--- config.mk ---
export PLATFORM = sky130hd
export DESIGN_NAME = spi_xfer_sched_flat
export DESIGN_NICKNAME = d
export VERILOG_FILES = /design/src/rtl/spi_pkg.sv /design/src/rtl/spi_xfer_sched_if.sv /design/src/rtl/spi_sync_fifo.sv /design/src/rtl/spi_xfer_sched.sv /design/src/flat_wrapper.sv
export SDC_FILE = /design/constraint.sdc
export NUM_CORES = 1
export LEC_CHECK = 0
export CORE_ASPECT_RATIO = 0.7
export CORE_MARGIN = 2
export CORE_UTILIZATION = 41
export CTS_BUF_LIST = sky130_fd_sc_hd__clkbuf_16
export DETAILED_ROUTE_END_ITERATION = 16
export DONT_BUFFER_PORTS = 1
export PLACE_DENSITY = 0.52
export SETUP_SLACK_MARGIN = 0.4
export SLEW_MARGIN = 10
export SYNTH_ARGS = -nofsm -noshare
export SYNTH_HDL_FRONTEND = slang
export SYNTH_SLANG_ARGS = --single-unit
--- constraint.sdc ---
create_clock -name sys_clock -period 3.26 [get_ports sys_clock]
set_input_delay 0.326 -clock sys_clock [delete_from_list [all_inputs] [get_ports sys_clock]]
set_output_delay 0.326 -clock sys_clock [all_outputs]
set_load 0.01 [all_outputs]
--- src/rtl/spi_pkg.sv ---
// Shared types and constants for the SPI transfer scheduler.
//   spi_state_e : scheduler FSM states
//   spi_mode_e  : SPI mode encodings MODE0..MODE3
//   WORD_W      : default SPI word width
package spi_pkg;

  localparam int unsigned WORD_W = 18;

  typedef enum logic [1:0] {
    MODE0 = 2'b00,
    MODE1 = 2'b01,
    MODE2 = 2'b10,
    MODE3 = 2'b11
  } spi_mode_e;

  typedef enum logic [2:0] {
    StIdle,
    StLoad,
    StPulse,
    StWaitStart,
    StWaitDone,
    StStore
  } spi_state_e;

endpackage

--- src/rtl/spi_xfer_sched_if.sv ---
// Bus bundle between the scheduler and its surroundings.
//   wr_*        : TX word push handshake plus per-transfer cfg_speed/cfg_mode
//   rd_*        : RX word pop handshake
//   tx_enable, data_in, clock_speed, spi_mode : drive side of the SPI master
//   master_out, mrx_data_valid                : return side of the SPI master
//   busy, err_timeout, err_clr                : status and sticky error clear
// Modport slave is the scheduler view; master is the environment view.
interface spi_xfer_sched_if
  import spi_pkg::*;
#(
  parameter int unsigned WIDTH = WORD_W
) ();

  logic             wr_valid;
  logic             wr_ready;
  logic [WIDTH-1:0] wr_data;
  logic [1:0]       cfg_speed;
  logic [1:0]       cfg_mode;
  logic             rd_valid;
  logic             rd_ready;
  logic [WIDTH-1:0] rd_data;
  logic             tx_enable;
  logic [WIDTH-1:0] data_in;
  logic [1:0]       clock_speed;
  logic [1:0]       spi_mode;
  logic [WIDTH-1:0] master_out;
  logic             mrx_data_valid;
  logic             busy;
  logic             err_timeout;
  logic             err_clr;

  modport slave (
    input  wr_valid, wr_data, cfg_speed, cfg_mode, rd_ready, master_out, mrx_data_valid,
           err_clr,
    output wr_ready, rd_valid, rd_data, tx_enable, data_in, clock_speed, spi_mode, busy,
           err_timeout
  );

  modport master (
    output wr_valid, wr_data, cfg_speed, cfg_mode, rd_ready, master_out, mrx_data_valid,
           err_clr,
    input  wr_ready, rd_valid, rd_data, tx_enable, data_in, clock_speed, spi_mode, busy,
           err_timeout
  );

endinterface

--- src/rtl/spi_sync_fifo.sv ---
// Synchronous first-word fall-through FIFO.
//   i_clk, i_rst      : clock, synchronous active-high reset (empties the FIFO)
//   i_push, i_data    : write request and data; ignored when full
//   i_pop             : read request; ignored when empty
//   o_data            : head word, valid whenever o_empty is low
//   o_full, o_empty   : occupancy flags
module spi_sync_fifo
  import spi_pkg::*;
#(
  parameter int unsigned WIDTH = WORD_W,
  parameter int unsigned DEPTH = 4
) (
  input  logic             i_clk,
  input  logic             i_rst,
  input  logic             i_push,
  input  logic [WIDTH-1:0] i_data,
  output logic             o_full,
  input  logic             i_pop,
  output logic [WIDTH-1:0] o_data,
  output logic             o_empty
);

  localparam int unsigned PTR_W = (DEPTH > 1) ? $clog2(DEPTH) : 1;
  localparam int unsigned CNT_W = PTR_W + 1;

  logic [WIDTH-1:0] r_mem [DEPTH];
  logic [PTR_W-1:0] r_wr_ptr;
  logic [PTR_W-1:0] r_rd_ptr;
  logic [CNT_W-1:0] r_count;
  logic             w_push;
  logic             w_pop;

  assign o_full  = (r_count == CNT_W'(DEPTH));
  assign o_empty = (r_count == '0);
  assign o_data  = r_mem[r_rd_ptr];

  // Gating by the flags makes push-on-full and pop-on-empty no-ops even when
  // both requests arrive together.
  assign w_push = i_push & ~o_full;
  assign w_pop  = i_pop & ~o_empty;

  always_ff @(posedge i_clk) begin
    if (w_push) begin
      r_mem[r_wr_ptr] <= i_data;
    end
  end

  // Power-of-two depth lets the pointers wrap naturally.
  always_ff @(posedge i_clk) begin
    if (i_rst) begin
      r_wr_ptr <= '0;
      r_rd_ptr <= '0;
      r_count  <= '0;
    end else begin
      if (w_push) begin
        r_wr_ptr <= r_wr_ptr + PTR_W'(1);
      end
      if (w_pop) begin
        r_rd_ptr <= r_rd_ptr + PTR_W'(1);
      end
      r_count <= r_count + CNT_W'(w_push) - CNT_W'(w_pop);
    end
  end

endmodule

--- src/rtl/spi_xfer_sched.sv ---
// SPI transfer scheduler: pulls words from a TX FIFO, launches one SPI master
// transfer per word and stores the returned word in an RX FIFO.
//   sys_clock, reset : clock and synchronous active-high reset
//   bus (slave)      : push/pop handshakes, SPI master drive/return, status
// A transfer only starts when the RX FIFO has room, so a returned word is
// never dropped for lack of space.
module spi_xfer_sched
  import spi_pkg::*;
#(
  parameter int unsigned WIDTH    = WORD_W,
  parameter int unsigned DEPTH    = 4,
  parameter int unsigned START_TO = 16,
  parameter int unsigned DONE_TO  = 1023
) (
  input logic             sys_clock,
  input logic             reset,
  spi_xfer_sched_if.slave bus
);

  localparam int unsigned CNT_MAX = (START_TO > DONE_TO) ? START_TO : DONE_TO;
  localparam int unsigned CNT_W   = $clog2(CNT_MAX + 1);

  spi_state_e       r_state;
  spi_state_e       w_state_d;
  logic [CNT_W-1:0] r_cnt;
  logic             r_tx_enable;
  logic [WIDTH-1:0] r_data_in;
  logic [1:0]       r_clock_speed;
  spi_mode_e        r_spi_mode;
  logic             r_err;

  logic             w_tx_full;
  logic             w_tx_empty;
  logic [WIDTH-1:0] w_tx_head;
  logic             w_rx_full;
  logic             w_rx_empty;
  logic             w_tx_pop;
  logic             w_rx_push;
  logic             w_timeout;

  spi_sync_fifo #(
    .WIDTH(WIDTH),
    .DEPTH(DEPTH)
  ) u_tx_fifo (
    .i_clk  (sys_clock),
    .i_rst  (reset),
    .i_push (bus.wr_valid),
    .i_data (bus.wr_data),
    .o_full (w_tx_full),
    .i_pop  (w_tx_pop),
    .o_data (w_tx_head),
    .o_empty(w_tx_empty)
  );

  spi_sync_fifo #(
    .WIDTH(WIDTH),
    .DEPTH(DEPTH)
  ) u_rx_fifo (
    .i_clk  (sys_clock),
    .i_rst  (reset),
    .i_push (w_rx_push),
    .i_data (bus.master_out),
    .o_full (w_rx_full),
    .i_pop  (bus.rd_ready),
    .o_data (bus.rd_data),
    .o_empty(w_rx_empty)
  );

  always_comb begin
    w_state_d = r_state;
    w_tx_pop  = 1'b0;
    w_rx_push = 1'b0;
    w_timeout = 1'b0;
    unique case (r_state)
      StIdle: begin
        if (!w_tx_empty && !w_rx_full) begin
          w_state_d = StLoad;
        end
      end
      StLoad: begin
        w_tx_pop  = 1'b1;
        w_state_d = StPulse;
      end
      StPulse: begin
        w_state_d = StWaitStart;
      end
      StWaitStart: begin
        // The master drops its completion flag when the transfer begins.
        if (!bus.mrx_data_valid) begin
          w_state_d = StWaitDone;
        end else if (r_cnt == CNT_W'(START_TO - 1)) begin
          w_state_d = StIdle;
          w_timeout = 1'b1;
        end
      end
      StWaitDone: begin
        if (bus.mrx_data_valid) begin
          w_state_d = StStore;
        end else if (r_cnt == CNT_W'(DONE_TO - 1)) begin
          w_state_d = StIdle;
          w_timeout = 1'b1;
        end
      end
      StStore: begin
        w_rx_push = 1'b1;
        w_state_d = StIdle;
      end
      default: begin
        w_state_d = StIdle;
      end
    endcase
  end

  always_ff @(posedge sys_clock) begin
    if (reset) begin
      r_state       <= StIdle;
      r_cnt         <= '0;
      r_tx_enable   <= 1'b0;
      r_data_in     <= '1;
      r_clock_speed <= '0;
      r_spi_mode    <= MODE0;
      r_err         <= 1'b0;
    end else begin
      r_state     <= w_state_d;
      // High exactly while the FSM sits in PULSE, but from a flop.
      r_tx_enable <= (w_state_d == StPulse);

      // Counter restarts on every state change; it only runs in the wait states.
      if (w_state_d != r_state) begin
        r_cnt <= '0;
      end else if (r_state == StWaitStart || r_state == StWaitDone) begin
        r_cnt <= r_cnt + CNT_W'(1);
      end

      // Word and configuration are frozen for the whole transfer.
      if (w_tx_pop) begin
        r_data_in     <= w_tx_head;
        r_clock_speed <= bus.cfg_speed;
        r_spi_mode    <= spi_mode_e'(bus.cfg_mode);
      end

      // A timeout in the same cycle as err_clr must leave the flag set.
      if (w_timeout) begin
        r_err <= 1'b1;
      end else if (bus.err_clr) begin
        r_err <= 1'b0;
      end
    end
  end

  assign bus.wr_ready    = ~w_tx_full;
  assign bus.rd_valid    = ~w_rx_empty;
  assign bus.tx_enable   = r_tx_enable;
  assign bus.data_in     = r_data_in;
  assign bus.clock_speed = r_clock_speed;
  assign bus.spi_mode    = r_spi_mode;
  assign bus.busy        = (r_state != StIdle);
  assign bus.err_timeout = r_err;

endmodule

--- src/flat_wrapper.sv ---
// flat-port wrapper written by rule: the top's interface ports become plain ports
module spi_xfer_sched_flat import spi_pkg::*;
#(
  parameter int unsigned WIDTH    = WORD_W,
  parameter int unsigned DEPTH    = 4,
  parameter int unsigned START_TO = 16,
  parameter int unsigned DONE_TO  = 1023
)
  (sys_clock, reset, bus_wr_valid, bus_wr_data, bus_cfg_speed, bus_cfg_mode, bus_rd_ready, bus_master_out, bus_mrx_data_valid, bus_err_clr, bus_wr_ready, bus_rd_valid, bus_rd_data, bus_tx_enable, bus_data_in, bus_clock_speed, bus_spi_mode, bus_busy, bus_err_timeout);
  spi_xfer_sched_if #(.WIDTH(WIDTH)) bus_i ();
  input logic sys_clock;
  input logic reset;
  input wire logic [$bits(bus_i.wr_valid)-1:0] bus_wr_valid;
  input wire logic [$bits(bus_i.wr_data)-1:0] bus_wr_data;
  input wire logic [$bits(bus_i.cfg_speed)-1:0] bus_cfg_speed;
  input wire logic [$bits(bus_i.cfg_mode)-1:0] bus_cfg_mode;
  input wire logic [$bits(bus_i.rd_ready)-1:0] bus_rd_ready;
  input wire logic [$bits(bus_i.master_out)-1:0] bus_master_out;
  input wire logic [$bits(bus_i.mrx_data_valid)-1:0] bus_mrx_data_valid;
  input wire logic [$bits(bus_i.err_clr)-1:0] bus_err_clr;
  output wire logic [$bits(bus_i.wr_ready)-1:0] bus_wr_ready;
  output wire logic [$bits(bus_i.rd_valid)-1:0] bus_rd_valid;
  output wire logic [$bits(bus_i.rd_data)-1:0] bus_rd_data;
  output wire logic [$bits(bus_i.tx_enable)-1:0] bus_tx_enable;
  output wire logic [$bits(bus_i.data_in)-1:0] bus_data_in;
  output wire logic [$bits(bus_i.clock_speed)-1:0] bus_clock_speed;
  output wire logic [$bits(bus_i.spi_mode)-1:0] bus_spi_mode;
  output wire logic [$bits(bus_i.busy)-1:0] bus_busy;
  output wire logic [$bits(bus_i.err_timeout)-1:0] bus_err_timeout;
  assign bus_i.wr_valid = bus_wr_valid;
  assign bus_i.wr_data = bus_wr_data;
  assign bus_i.cfg_speed = bus_cfg_speed;
  assign bus_i.cfg_mode = bus_cfg_mode;
  assign bus_i.rd_ready = bus_rd_ready;
  assign bus_i.master_out = bus_master_out;
  assign bus_i.mrx_data_valid = bus_mrx_data_valid;
  assign bus_i.err_clr = bus_err_clr;
  assign bus_wr_ready = bus_i.wr_ready;
  assign bus_rd_valid = bus_i.rd_valid;
  assign bus_rd_data = bus_i.rd_data;
  assign bus_tx_enable = bus_i.tx_enable;
  assign bus_data_in = bus_i.data_in;
  assign bus_clock_speed = bus_i.clock_speed;
  assign bus_spi_mode = bus_i.spi_mode;
  assign bus_busy = bus_i.busy;
  assign bus_err_timeout = bus_i.err_timeout;
  spi_xfer_sched #(.WIDTH(WIDTH), .DEPTH(DEPTH), .START_TO(START_TO), .DONE_TO(DONE_TO)) u_core (.sys_clock(sys_clock), .reset(reset), .bus(bus_i));
endmodule
==> flow_summary.json <==
{
  "fmax_ghz": 0.394,
  "row_count": 41,
  "areaGrowthSynthToFinish_pct": 16.2,
  "dpl.hpwl_mm": 8.67,
  "cp-end-kind": "flip-flop",
  "synth_fp_nets": 509,
  "synth_top_area_share_pct": 56.1,
  "die_area_sq_um": 19900,
  "wl_mm": 14.1,
  "drt-initial-drc-count": 142,
  "die_height_microns": 119,
  "nets": 556,
  "cp-start-kind": "flip-flop",
  "clk_latency_ns": 0.43,
  "worstHoldPathCells": 2,
  "cts_tree": "built",
  "antenna_left": 0,
  "vias_per_cell": 5.21,
  "grt_max_degree": 42,
  "grtUsageTotal_pct": 15.1,
  "cts.sinks": 197,
  "drive_above_1_share_pct": 17.4,
  "root_buffer": "clkbuf_16",
  "synthTopCellsByArea": "edfxtp_1, dfxtp_1, mux4_2, ha_1, a211o_1",
  "hold_start": "bus_cfg_mode[0]",
  "ys_types": 54,
  "cts.htree.levels": 4,
  "reg2reg_to": "u_core.u_rx_fifo.r_count[2]$_SDFF_PP0_",
  "maxCapViolCount": 0,
  "cts_setup_buffers": 0,
  "relSlewSlack_pct": 36.2,
  "worst_ep_required_time_ns": 3.58,
  "min_to": "u_core.bus.spi_mode[0]$_SDFFE_PP0N_",
  "numCtsBuffers": 17,
  "powerDensity_nw_per_um2": 731,
  "cp_max_fo": 13,
  "syn_inst": 447,
  "crit_top_cell": "inv_1",
  "io_buffers": 0,
  "clkTransAtPathRegs_ns": 0.07,
  "synth_ff_type": "edfxtp_1",
  "skew_ns": 0.0112,
  "r2r_start": "u_core.r_state[2]$_SDFF_PP0_",
  "synth-seq-cells": 197,
  "post-route-period-util_pct": 77.9,
  "start_util_pct": 42.4,
  "setup_violations": 0,
  "critPathMaxStageDelay_ns": 0.53,
  "reg2reg_depth": 11,
  "place_area_sq_um": 7980,
  "grt_overflow": 0,
  "rsz0062_at_grt": "no",
  "via_count": 3872,
  "synth.largest_area_cell": "edfxtp_1",
  "crit_path_cell_trace": "nor2b_1 -> o311a_1 -> inv_1 -> ha_1 -> inv_1 -> ha_1 -> inv_1 -> fa_1 -> xor2_1 -> xnor2_1 -> nor2_1",
  "hold_path.class": "in2reg",
  "synth_warnings": 0,
  "clock_path_buffers": 2,
  "wire_per_inst_microns": 19.0,
  "hold_viol_final": 0,
  "critical_path_arrival_ns": 2.86,
  "yosysSeqAreaShare_pct": 69.8,
  "crit_type": "reg2reg",
  "slew_violations": 0,
  "firstDrtPassIters": 4,
  "core_sq_um": 18200,
  "stdcell_area_sq_um": 8960,
  "pin_count": 91,
  "ir_drop_mv": 0.312,
  "n_antenna_cell": 0,
  "synth.most_common_cell": "edfxtp_1",
  "grt_antenna_before_repair": 0,
  "ys_async_sr_fraction_pct": 0,
  "gp_congestion": 0.758,
  "finalSetupTns_ns": 0,
  "syn_area_per_cell_sq_um": 17.3,
  "post-route-min-period_ns": 2.54,
  "syn-cell-area_sq_um": 7710,
  "grt_pass1_vias": 4025,
  "worst_pin_slew_ns": 0.956,
  "grt_first_pass_wirelength_mm": 22.5,
  "cp_slowest_cell": "dfxtp_1",
  "drc_errors": 0,
  "synth_edf_count": 144,
  "status": "finished, final reports clean",
  "ys_top_cells_by_count": "edfxtp_1, dfxtp_1, mux4_2",
  "die_width_microns": 168,
  "cellLeakagePower_uw": 0.00291,
  "r2r_slack_ns": 0.72
}
what timing repair did:
| action | in CTS | in global routing |
|---|---|---|
| resized for setup | 0 | 0 |
| hold endpoints to repair | 185 | 0 |
| hold buffers | 37 | 0 |
layout by cell type (no fill, tap or decap), types with 4 or more instances in the layout:
master,count
xor2_1,4
a21oi_1,4
nor2_1,30
clkbuf_16,17
mux2i_1,5
a211oi_1,4
dlygate4sd3_1,36
nand2_1,9
and2_1,5
edfxtp_1,144
ha_1,14
xnor2_1,15
mux4_2,36
nand3_1,4
and3_1,4
a211o_1,18
inv_8,4
dfxtp_1,53
buf_4,12
inv_1,15
nor2b_1,23
sequential cells by signal, indices dropped and copies added, names as in the netlist, 2 cells and up, named ones only:
signal,cells
u_core.u_tx_fifo.r_wr_ptr,2
u_core.u_rx_fifo.r_rd_ptr,2
u_core.u_tx_fifo.r_count,3
u_core.u_rx_fifo.r_wr_ptr,2
u_core.u_tx_fifo.r_mem,72
u_core.bus.data_in,18
u_core.r_state,3
u_core.r_cnt,10
u_core.bus.clock_speed,2
u_core.bus.spi_mode,2
u_core.u_tx_fifo.r_rd_ptr,2
u_core.u_rx_fifo.r_mem,72
u_core.u_rx_fifo.r_count,3
area by class of cell:
class,count,area (sq um)
well taps,236,295
inverters,15,56.3
repair buffers,49,470
fillers,1522,9250
clock buffers,17,425
clock inverters,15,174
multi-input cells,214,2160
flip-flops and latches,197,5390
routing by layer:
| layer | track usage (%) | share of wire [%] | vias to the layer above |
|---|---|---|---|
| met3 | 4.59 | 4.7 | 18 |
| met2 | 24.5 | 49 | 66 |
| li1 | - | - | 1826 |
| met5 | 0 | 0 | - |
| met4 | 5.38 | 1.4 | 0 |
| met1 | 19.3 | 45 | 1962 |
report_power, final:
| group | leakage, uW | internal, uW | switching (uW) |
|---|---|---|---|
| combinational | 0.000879 | 617 | 639 |
| sequential | 0.00174 | 2940 | 244 |
| clock | 0.000286 | 1150 | 959 |
through the flow:
step / power (uW) / setup WS, ns / hold slack, ns / util [%] / std cells
final: 6550 / 0.719 / 0.0505 / 49.2 / 743
after global routing: 6880 / 0.503 / 0.0414 / 49.2 / 743
after CTS: 6640 / 0.695 / 0.0260 / 49.2 / 743
after detailed placement: 4470 / 0.714 / 0.403 / 43.8 / 674
after global placement: 4440 / 0.784 / 0.400 / 43.8 / 674
after floorplan: 4210 / 0.789 / 0.425 / - / 447
logic make-up (layout without fill, tap and decap cells):
kind of cell / count (synthesis) / in the layout / synth area share, %
AO/OA/AOI/OAI: 43 / 43 / 4.91
XOR/XNOR: 19 / 19 / 2.16
buffers and inverters: 36 / 96 / 2.30
AND/OR/NAND/NOR: 95 / 95 / 6.86
flip-flops: 197 / 197 / 69.8
multiplexers: 41 / 41 / 11.2
adder cells (fa/ha/maj): 16 / 16 / 2.79
worst max-delay path: cells and delay by family (launching register included):
family,cells,cell delay (ns)
AO/OA/AOI/OAI,1,0.34
XOR/XNOR,2,0.30
adder cells (fa/ha/maj),3,0.79
buffers and inverters,3,0.19
flip-flops,1,0.53
AND/OR/NAND/NOR,2,0.29
worst max path at each step:
stage | startpoint | end | slack [ns] | cells after the start
2_1_floorplan | u_core.r_state[1]$_SDFF_PP0_ | u_core.u_tx_fifo.r_count[2]$_SDFF_PP0_ | 0.79 | 11
3_3_place_gp | u_core.u_tx_fifo.r_count[1]$_SDFF_PP0_ | u_core.u_tx_fifo.r_count[2]$_SDFF_PP0_ | 0.78 | 11
3_5_place_dp | u_core.r_state[2]$_SDFF_PP0_ | u_core.u_rx_fifo.r_count[2]$_SDFF_PP0_ | 0.71 | 11
4_1_cts | u_core.r_state[2]$_SDFF_PP0_ | u_core.u_rx_fifo.r_count[2]$_SDFF_PP0_ | 0.70 | 11
5_1_grt | u_core.r_state[2]$_SDFF_PP0_ | u_core.u_rx_fifo.r_count[2]$_SDFF_PP0_ | 0.50 | 11
6_report | u_core.r_state[2]$_SDFF_PP0_ | u_core.u_rx_fifo.r_count[2]$_SDFF_PP0_ | 0.72 | 11
Note: power is estimated with default switching activity, not from simulation.
